$ cat src/rtl/serial_add_sequencer.sv
// serial_add_sequencer: word-level wrapper around a one-bit serial adder stage.
// Accepts an operand pair, streams it LSB-first into the external adder while
// its carry flop is released, gathers the returned sum bits and offers the
// N-bit result on an output valid/ready handshake.
module serial_add_sequencer #(
  parameter  int N  = 32,
  localparam int CW = (N > 1) ? $clog2(N) : 1
) (
  input  logic         clk,
  input  logic         rst,
  input  logic         in_valid,
  output logic         in_ready,
  input  logic [N-1:0] in_a,
  input  logic [N-1:0] in_b,
  output logic         ser_a,
  output logic         ser_b,
  output logic         ser_carry_clr,
  input  logic         ser_c,
  output logic         out_valid,
  input  logic         out_ready,
  output logic [N-1:0] out_sum
);

  typedef enum logic [1:0] {
    IDLE  = 2'd0,
    SHIFT = 2'd1,
    DONE  = 2'd2
  } state_t;

  state_t         r_state;
  logic [N-1:0]   r_sh_a;
  logic [N-1:0]   r_sh_b;
  logic [N-1:0]   r_res;
  logic [CW-1:0]  r_cnt;
  logic           r_out_valid;

  logic [N-1:0]   w_res_next;
  logic           w_in_idle;
  logic           w_shifting;
  logic           w_last_bit;

  // Reset forces the handshake closed and the adder carry held clear.
  assign w_in_idle  = rst && (r_state == IDLE);
  assign w_shifting = rst && (r_state == SHIFT);
  assign w_last_bit = (r_cnt == CW'(N - 1));

  // Incoming sum bit enters at the MSB so that after N shifts bit 0 lands in res[0].
  generate
    if (N == 1) begin : g_res_one
      assign w_res_next = ser_c;
    end else begin : g_res_wide
      assign w_res_next = {ser_c, r_res[N-1:1]};
    end
  endgenerate

  // Output drive derived from the state register; carry is cleared in every non-SHIFT cycle.
  assign in_ready      = w_in_idle;
  assign ser_a         = w_shifting & r_sh_a[0];
  assign ser_b         = w_shifting & r_sh_b[0];
  assign ser_carry_clr = ~w_shifting;
  assign out_valid     = r_out_valid;
  assign out_sum       = r_res;

  // Sequencer FSM: accept operands, shift N bits through the adder, hold result until taken.
  always_ff @(posedge clk) begin
    if (!rst) begin
      r_state     <= IDLE;
      r_cnt       <= '0;
      r_sh_a      <= '0;
      r_sh_b      <= '0;
      r_res       <= '0;
      r_out_valid <= 1'b0;
    end else begin
      case (r_state)
        IDLE: begin
          if (in_valid) begin
            r_sh_a  <= in_a;
            r_sh_b  <= in_b;
            r_cnt   <= '0;
            r_state <= SHIFT;
          end
        end
        SHIFT: begin
          r_res  <= w_res_next;
          r_sh_a <= r_sh_a >> 1;
          r_sh_b <= r_sh_b >> 1;
          if (w_last_bit) begin
            r_cnt       <= '0;
            r_out_valid <= 1'b1;
            r_state     <= DONE;
          end else begin
            r_cnt <= r_cnt + CW'(1);
          end
        end
        DONE: begin
          if (out_ready) begin
            r_out_valid <= 1'b0;
            r_state     <= IDLE;
          end
        end
        default: begin
          r_out_valid <= 1'b0;
          r_state     <= IDLE;
        end
      endcase
    end
  end

endmodule

$ cat config.mk
export PLATFORM = sky130hd
export DESIGN_NAME = serial_add_sequencer
export DESIGN_NICKNAME = d
export VERILOG_FILES = /design/src/rtl/serial_add_sequencer.sv
export SDC_FILE = /design/constraint.sdc
export NUM_CORES = 1
export LEC_CHECK = 0
export ABC_AREA = 1
export ABC_CLOCK_PERIOD_IN_PS = 1700
export CAP_MARGIN = 20
export CORE_ASPECT_RATIO = 0.8
export CORE_MARGIN = 5
export CORE_UTILIZATION = 48
export DETAILED_ROUTE_END_ITERATION = 8
export PLACE_DENSITY_LB_ADDON = 0.05
export SLEW_MARGIN = 20
export SYNTH_ARGS = -nofsm -noshare
export SYNTH_HDL_FRONTEND = slang
export SYNTH_SLANG_ARGS = --single-unit
$ cat constraint.sdc
create_clock -name clk -period 1.7 [get_ports clk]
set_input_delay 0.255 -clock clk [delete_from_list [all_inputs] [get_ports clk]]
set_output_delay 0.255 -clock clk [all_outputs]
set_load 0.03 [all_outputs]
==> metrics.cfg, run 1 <==
[final_layout]
final_layout_size_suffix_gt1_share_pct=6.61
fin_cells=683
diodes=0
area.growth.synth_to_final_pct=34.8
nNetsFinal=641

[global_routing]
grt_first_pass_wirelength_um=16900
grt_overflow=0
grt_pass1_vias=3616
antenna_found_initial=0
grt.total_usage_pct=20.0
grt_max_degree=67

[outcome]
status=finished, final reports clean

[routing]
drc=0
drt-total-wl_um=10000
top_layer_used=met4
via_count=3691
ant_nets=0
first_iter_violations=374
firstDrtPassIters=4
wl_met1_um=4560
wl_met3_um=611
dr_wl_met2_um=4800
routed_via_density=5.40
wire_per_inst_um=14.7

[yosys]
synthesis.area_um2=3960
syn_area_per_cell_um2=8.14
synth-seq-cells=104
synth_adder_area_share_pct=0.631
synth_top_family_by_area=compound AO/OA/AOI/OAI gates
ys_seq_area_share_pct=52.5
synth_compound_area_share_pct=31.0
yosys.area_share.simple_pct=9.88
synth_cells=487
synth-xor-area-share_pct=0
syn-num-nets=558
muxShareOfSynthArea_pct=0
yosys_warnings=0
yosys.cell_types.count=19

[setup_path]
cp-endpoint=out_valid
reg2regPathDepth=7
critPathMaxStageDelay_ns=0.69
cp.depth=1
worstPathRequired_ns=1.44
crit_arrival_ns=1.39
cp_num_buf_inv=1
r2r_start=r_state[0]$_SDFFE_PN0P_
r2r_slack_ns=0.25
cp_slowest_cell=clkdlybuf4s50_1
path_cells=clkdlybuf4s50_1
timing.rr.end=out_valid$_SDFFE_PN0P_
cp-end-kind=output pin
crit_path_max_fanout=2
cpLargestDelayFamily=buffers and inverters
cp-start-kind=flip-flop
cp-startpoint=out_valid$_SDFFE_PN0P_
worstSetupPathType=flip-flop to output pin

[power]
internal_power_w=0.00401
ir_worst_vdd_v=0.000744
power_frac_seq_pct=50.7
sw_frac_of_total_pct=27.2
power.density_nw_per_um2=1030
leakage_nw=2.39
p_sw_w=0.00150
combPwrFrac_pct=19.4
clockPowerShare_pct=30.0

[sta]
tightest_slew_ns=0.460
period_needed_ns=1.65
finalWorstSetupSlack_ns=0.0542
fmax_mhz=608
drv_slew=0
hold_ws_ns=0.257
clock_skew_ns=0.00841
setup_viol=0
post-route-period-util_pct=96.8
slew_headroom_pct=69.3
finalHoldViolCount=0

[placement]
gp_congestion=0.752
io_buffers=105
hpwl_um=6450
placedCellCount=667
post-place-ws_ns=0.140

[clocking]
cts_resized=11
post-cts-setup-buffers=0
clk_latency_ns=0.36
clockBufferDepth=2
cts_root_buf=clkbuf_8
htree_levels=3
numCtsBuffers=9
clkTransAtPathRegs_ns=0.09
cts_tree=done
postCtsHoldBufs=0
clock_sinks=104

[floorplan]
dieArea_um2=10200
start_util_pct=49.7
coreArea_um2=7980
fp.dieW_um=112
top_level_ports=106
die_h_um=91.3
rows=29

[min_path]
min_path_type=primary input to flip-flop

[flow_run]
maxCapViolCount=0

==> Yosys cell counts <==
cell	n	area share, %
nand3_1	9	1.1
inv_2	2	0.19
nand2_1	14	1.3
ha_1	2	0.63
buf_1	3	0.28
o21ai_1	54	6.8
nor2_2	1	0.16
clkbuf_1	19	1.8
buf_4	2	0.38
nand2_4	1	0.28
nand4_1	1	0.16
o22ai_1	62	9.8
o21ai_0	43	5.4
a22oi_1	2	0.38
buf_2	21	2.7
a21oi_1	68	8.6
inv_1	7	0.66
dfxtp_1	104	53
nor2_1	72	6.8
==> placed cells by master, fill, tap and decap left out, types with 2 or more instances in the layout <==
cell,n
o21ai_1,54
nor2_1,71
dfxtp_1,103
buf_4,13
clkdlybuf4s50_1,69
clkbuf_8,10
dlygate4sd2_1,8
dlymetal6s2s_1,23
inv_1,7
nand2_4,2
a22oi_1,2
bufinv_16,2
ha_1,2
a21oi_1,68
nand2_1,12
clkbuf_1,3
o21ai_0,43
buf_12,3
nand3_1,9
o22ai_1,62
==> how the worst min path moves through the flow <==
stage	from	end	slack, ns	depth (start not counted)
6_report	rst	r_cnt[2]$_SDFFE_PN0P_	0.26	3
2_1_floorplan	in_a[31]	r_sh_a[31]$_SDFFE_PN0P_	0.42	2
4_1_cts	rst	r_cnt[2]$_SDFFE_PN0P_	0.22	3
3_3_place_gp	r_sh_a[31]$_SDFFE_PN0P_	r_sh_a[31]$_SDFFE_PN0P_	0.46	2
5_1_grt	rst	r_cnt[2]$_SDFFE_PN0P_	0.26	3
3_5_place_dp	r_sh_a[31]$_SDFFE_PN0P_	r_sh_a[31]$_SDFFE_PN0P_	0.46	2
==> power groups by stage <==
stage               Combinational (W)  Clock (W)  Sequential [W]
floorplan                    0.000542          0         0.00294
global placement              0.00105          0         0.00284
detailed placement            0.00107          0         0.00284
CTS                           0.00107    0.00171         0.00279
global route                  0.00118    0.00181         0.00282
finish                        0.00107    0.00165         0.00279
==> metal layers <==
layer / GRT usage [%] / vias up
li1: - / 1904
met1: 26.1 / 1696
met2: 30.8 / 87
met3: 7.31 / 4
met4: 6.48 / 0
met5: 0 / -
==> per-stage QoR <==
| stage | power, W | utilization [%] | TNS [ns] | cell area (um2) |
|---|---|---|---|---|
| detailed placement | 0.00392 | 63.4 | 0 | 5060 |
| CTS | 0.00557 | 66.1 | 0 | 5270 |
| global route | 0.00582 | 66.9 | -0.00170 | 5340 |
| global placement | 0.00388 | 63.4 | 0 | 5060 |
| finish | 0.00550 | 66.9 | 0 | 5340 |
| floorplan | 0.00349 | - | -0.204 | 3960 |
==> logic make-up (layout without fill, tap and decap cells) <==
logic type | Yosys count | after routing
AOI/OAI and AO/OA | 229 | 229
DFF | 104 | 104
and+or+nand+nor | 98 | 98
buffers and inverters | 54 | 142
adders and majority gates | 2 | 2
==> state kept, by name (all words and copies together) (netlist names) <==
name and cells:
r_sh_a 32, r_cnt 5, r_sh_b 32, out_sum 32, out_valid 1, r_state 2
==> layout make-up <==
| type | instances | area [um2] |
|---|---|---|
| multi-input cells | 329 | 1660 |
| well taps | 108 | 135 |
| inverters | 9 | 36.3 |
| clock buffers | 13 | 149 |
| flip-flops and latches | 104 | 2080 |
| clock inverters | 3 | 65.1 |
| fillers | 691 | 2640 |
| repair buffers | 117 | 1210 |
(Power assumes the default switching activity.)
==> inputs of run 2 (changes only) <==
--- a/config.mk
+++ b/config.mk
@@ -9,7 +9,7 @@
 export ABC_CLOCK_PERIOD_IN_PS = 1700
 export CAP_MARGIN = 20
 export CORE_ASPECT_RATIO = 0.8
-export CORE_MARGIN = 5
+export CORE_MARGIN = 2
 export CORE_UTILIZATION = 48
 export DETAILED_ROUTE_END_ITERATION = 8
 export PLACE_DENSITY_LB_ADDON = 0.05
==> constraint.sdc (replaced) <==
create_clock -name clk -period 1.7 [get_ports clk]
set_input_delay 0.255 -clock clk [delete_from_list [all_inputs] [get_ports clk]]
set_output_delay 0.255 -clock clk [all_outputs]
set_load 0.05 [all_outputs]
==> metrics.cfg, run 2 (synthesis results as in run 1) <==
[sta]
fmax_mhz=603  ; -0.74%
tightest_slew_ns=0.408  ; -0.0520 ns
tns_ns=0  ; unchanged
setup_viol=0  ; unchanged
drv_slew=0  ; unchanged
finalHoldViolCount=0  ; unchanged
grt_setup_unrepaired=yes
period_needed_ns=1.66  ; +0.0122 ns
slew_headroom_pct=72.8  ; +3.5 points
post-route-period-util_pct=97.5  ; +0.72 points
clock_skew_ns=0.00553  ; -0.00289 ns

[setup_path]
worstPathRequired_ns=1.44  ; about the same
crit_top_cell=nor2_4
path_cells=inv_2, nor2_4, nand2_4, nor2_4, buf_12
crit_arrival_ns=1.40  ; about the same
cp-end-kind=output pin
cp-start-kind=flip-flop
worstSetupPathType=flip-flop to output pin
critPathMaxStageDelay_ns=0.38  ; -0.31 ns
cp_slowest_cell=dfxtp_2
crit_path_max_fanout=4  ; +2

[global_routing]
antenna_found_initial=0  ; unchanged
grt.total_usage_pct=21.7  ; +1.8 points
grt_max_degree=54  ; -19%
grt_pass1_vias=3296  ; -8.8%
grt_overflow=0  ; unchanged
grt_first_pass_wirelength_um=15800  ; -6.4%

[routing]
routed_via_density=5.44  ; +0.68%
drc=0  ; unchanged
drt-total-wl_um=9560  ; -4.6%
wire_per_inst_um=14.0  ; -4.9%
firstDrtPassIters=4  ; unchanged
first_iter_violations=219  ; -41%
via_count=3727  ; +0.98%
ant_nets=0  ; unchanged

[clocking]
clk_latency_ns=0.36  ; about the same
cts_tree=done
post-cts-setup-buffers=0  ; unchanged
cts_resized=2  ; -9
numCtsBuffers=9  ; unchanged
htree_levels=3  ; unchanged
postCtsHoldBufs=0  ; unchanged
cts_root_buf=clkbuf_8
clockBufferDepth=2  ; unchanged
clkTransAtPathRegs_ns=0.08  ; about the same
clock_sinks=104  ; unchanged

[power]
sw_frac_of_total_pct=29.6  ; +2.3 points
combPwrFrac_pct=21.9  ; +2.5 points
power_frac_seq_pct=51.4  ; +0.7 points
power.density_nw_per_um2=1030  ; about the same
ir_worst_vdd_v=0.000625  ; -16%
p_sw_w=0.00161  ; +7.3%
internal_power_w=0.00383  ; -4.4%
leakage_nw=2.07  ; -13%
clockPowerShare_pct=26.8  ; -3.2 points

[final_layout]
layout_commonest_cell=dfxtp_1
area.growth.synth_to_final_pct=33.2
final_util_pct=66.1  ; -0.78 points
fillers=703  ; +1.7%
diodes=0  ; unchanged
final_cell_mix=dfxtp_1 (103), nor2_1 (69), a21oi_1 (68)
nNetsFinal=644  ; +0.47%
final_layout_size_suffix_gt1_share_pct=13.0  ; +6.4 points

[floorplan]
coreArea_um2=7980  ; unchanged
top_level_ports=106  ; unchanged
die_h_um=85.3  ; -6.6%
start_util_pct=49.7  ; unchanged
fp.dieW_um=106  ; -5.4%
dieArea_um2=9010  ; -12%
rows=29  ; unchanged

[outcome]
status=finished, final reports clean

[flow_run]
maxCapViolCount=0  ; unchanged

[min_path]
min_path_type=primary input to flip-flop

[placement]
gp_congestion=0.728  ; -3.2%
io_buffers=105  ; unchanged
hpwl_um=6160  ; -4.4%

run 2: metrics by stage:
step	cell area, um2	total power [W]	hold slack [ns]	std cells	setup WS [ns]
floorplan	3980	0.00359	0.416	487	0.000993
finish	5280	0.00544	0.362	685	0.0420
detailed placement	5090	0.00403	0.462	670	0.140
global route	5280	0.00574	0.347	685	-0.0253
CTS	5280	0.00549	0.340	685	0.0196
global placement	5090	0.00400	0.457	670	0.210
run 2: area by class of cell:
type / instances / area, um2 / area share, %
well taps: 108 / 135 / 2.56
inverters: 9 / 33.8 / 0.640
repair buffers: 120 / 1170 / 22.1
clock buffers: 12 / 135 / 2.56
multi-input cells: 329 / 1680 / 31.9
clock inverters: 3 / 43.8 / 0.829
flip-flops and latches: 104 / 2080 / 39.5
run 2: critical path: cells and delay by family, from the launching register on:
| family | cells | cell delay [ns] |
|---|---|---|
| and+or+nand+nor | 3 | 0.45 |
| DFF | 1 | 0.38 |
| buffers and inverters | 2 | 0.21 |
run 2: layer usage:
metal  track usage (%)  vias to the layer above  wire length, um
met5                 0                        -                0
met4              6.46                        0               70
met3              6.76                        5              645
met2              32.8                       98             4340
met1              30.0                     1712             4500
li1                  -                     1912                -
run 2: power groups by stage:
stage / logic [W] / registers [W] / clock network, W
6_report: 0.00119 / 0.00279 / 0.00146
5_1_grt: 0.00130 / 0.00282 / 0.00162
4_1_cts: 0.00119 / 0.00279 / 0.00151
3_5_place_dp: 0.00119 / 0.00284 / 0
3_3_place_gp: 0.00116 / 0.00284 / 0
2_1_floorplan: 0.000556 / 0.00304 / 0
run 2: worst paths after layout:
check                          start                       to  slack (ns)  cells after the start
min                              rst  r_state[0]$_SDFFE_PN0P_        0.36                      4
max reg2reg    r_cnt[0]$_SDFFE_PN0P_   out_valid$_SDFFE_PN0P_        0.27                      9
max          r_state[0]$_SDFFE_PN0P_                    ser_a        0.04                      5
min reg2reg   out_valid$_SDFFE_PN0P_   out_valid$_SDFFE_PN0P_        0.47                      2
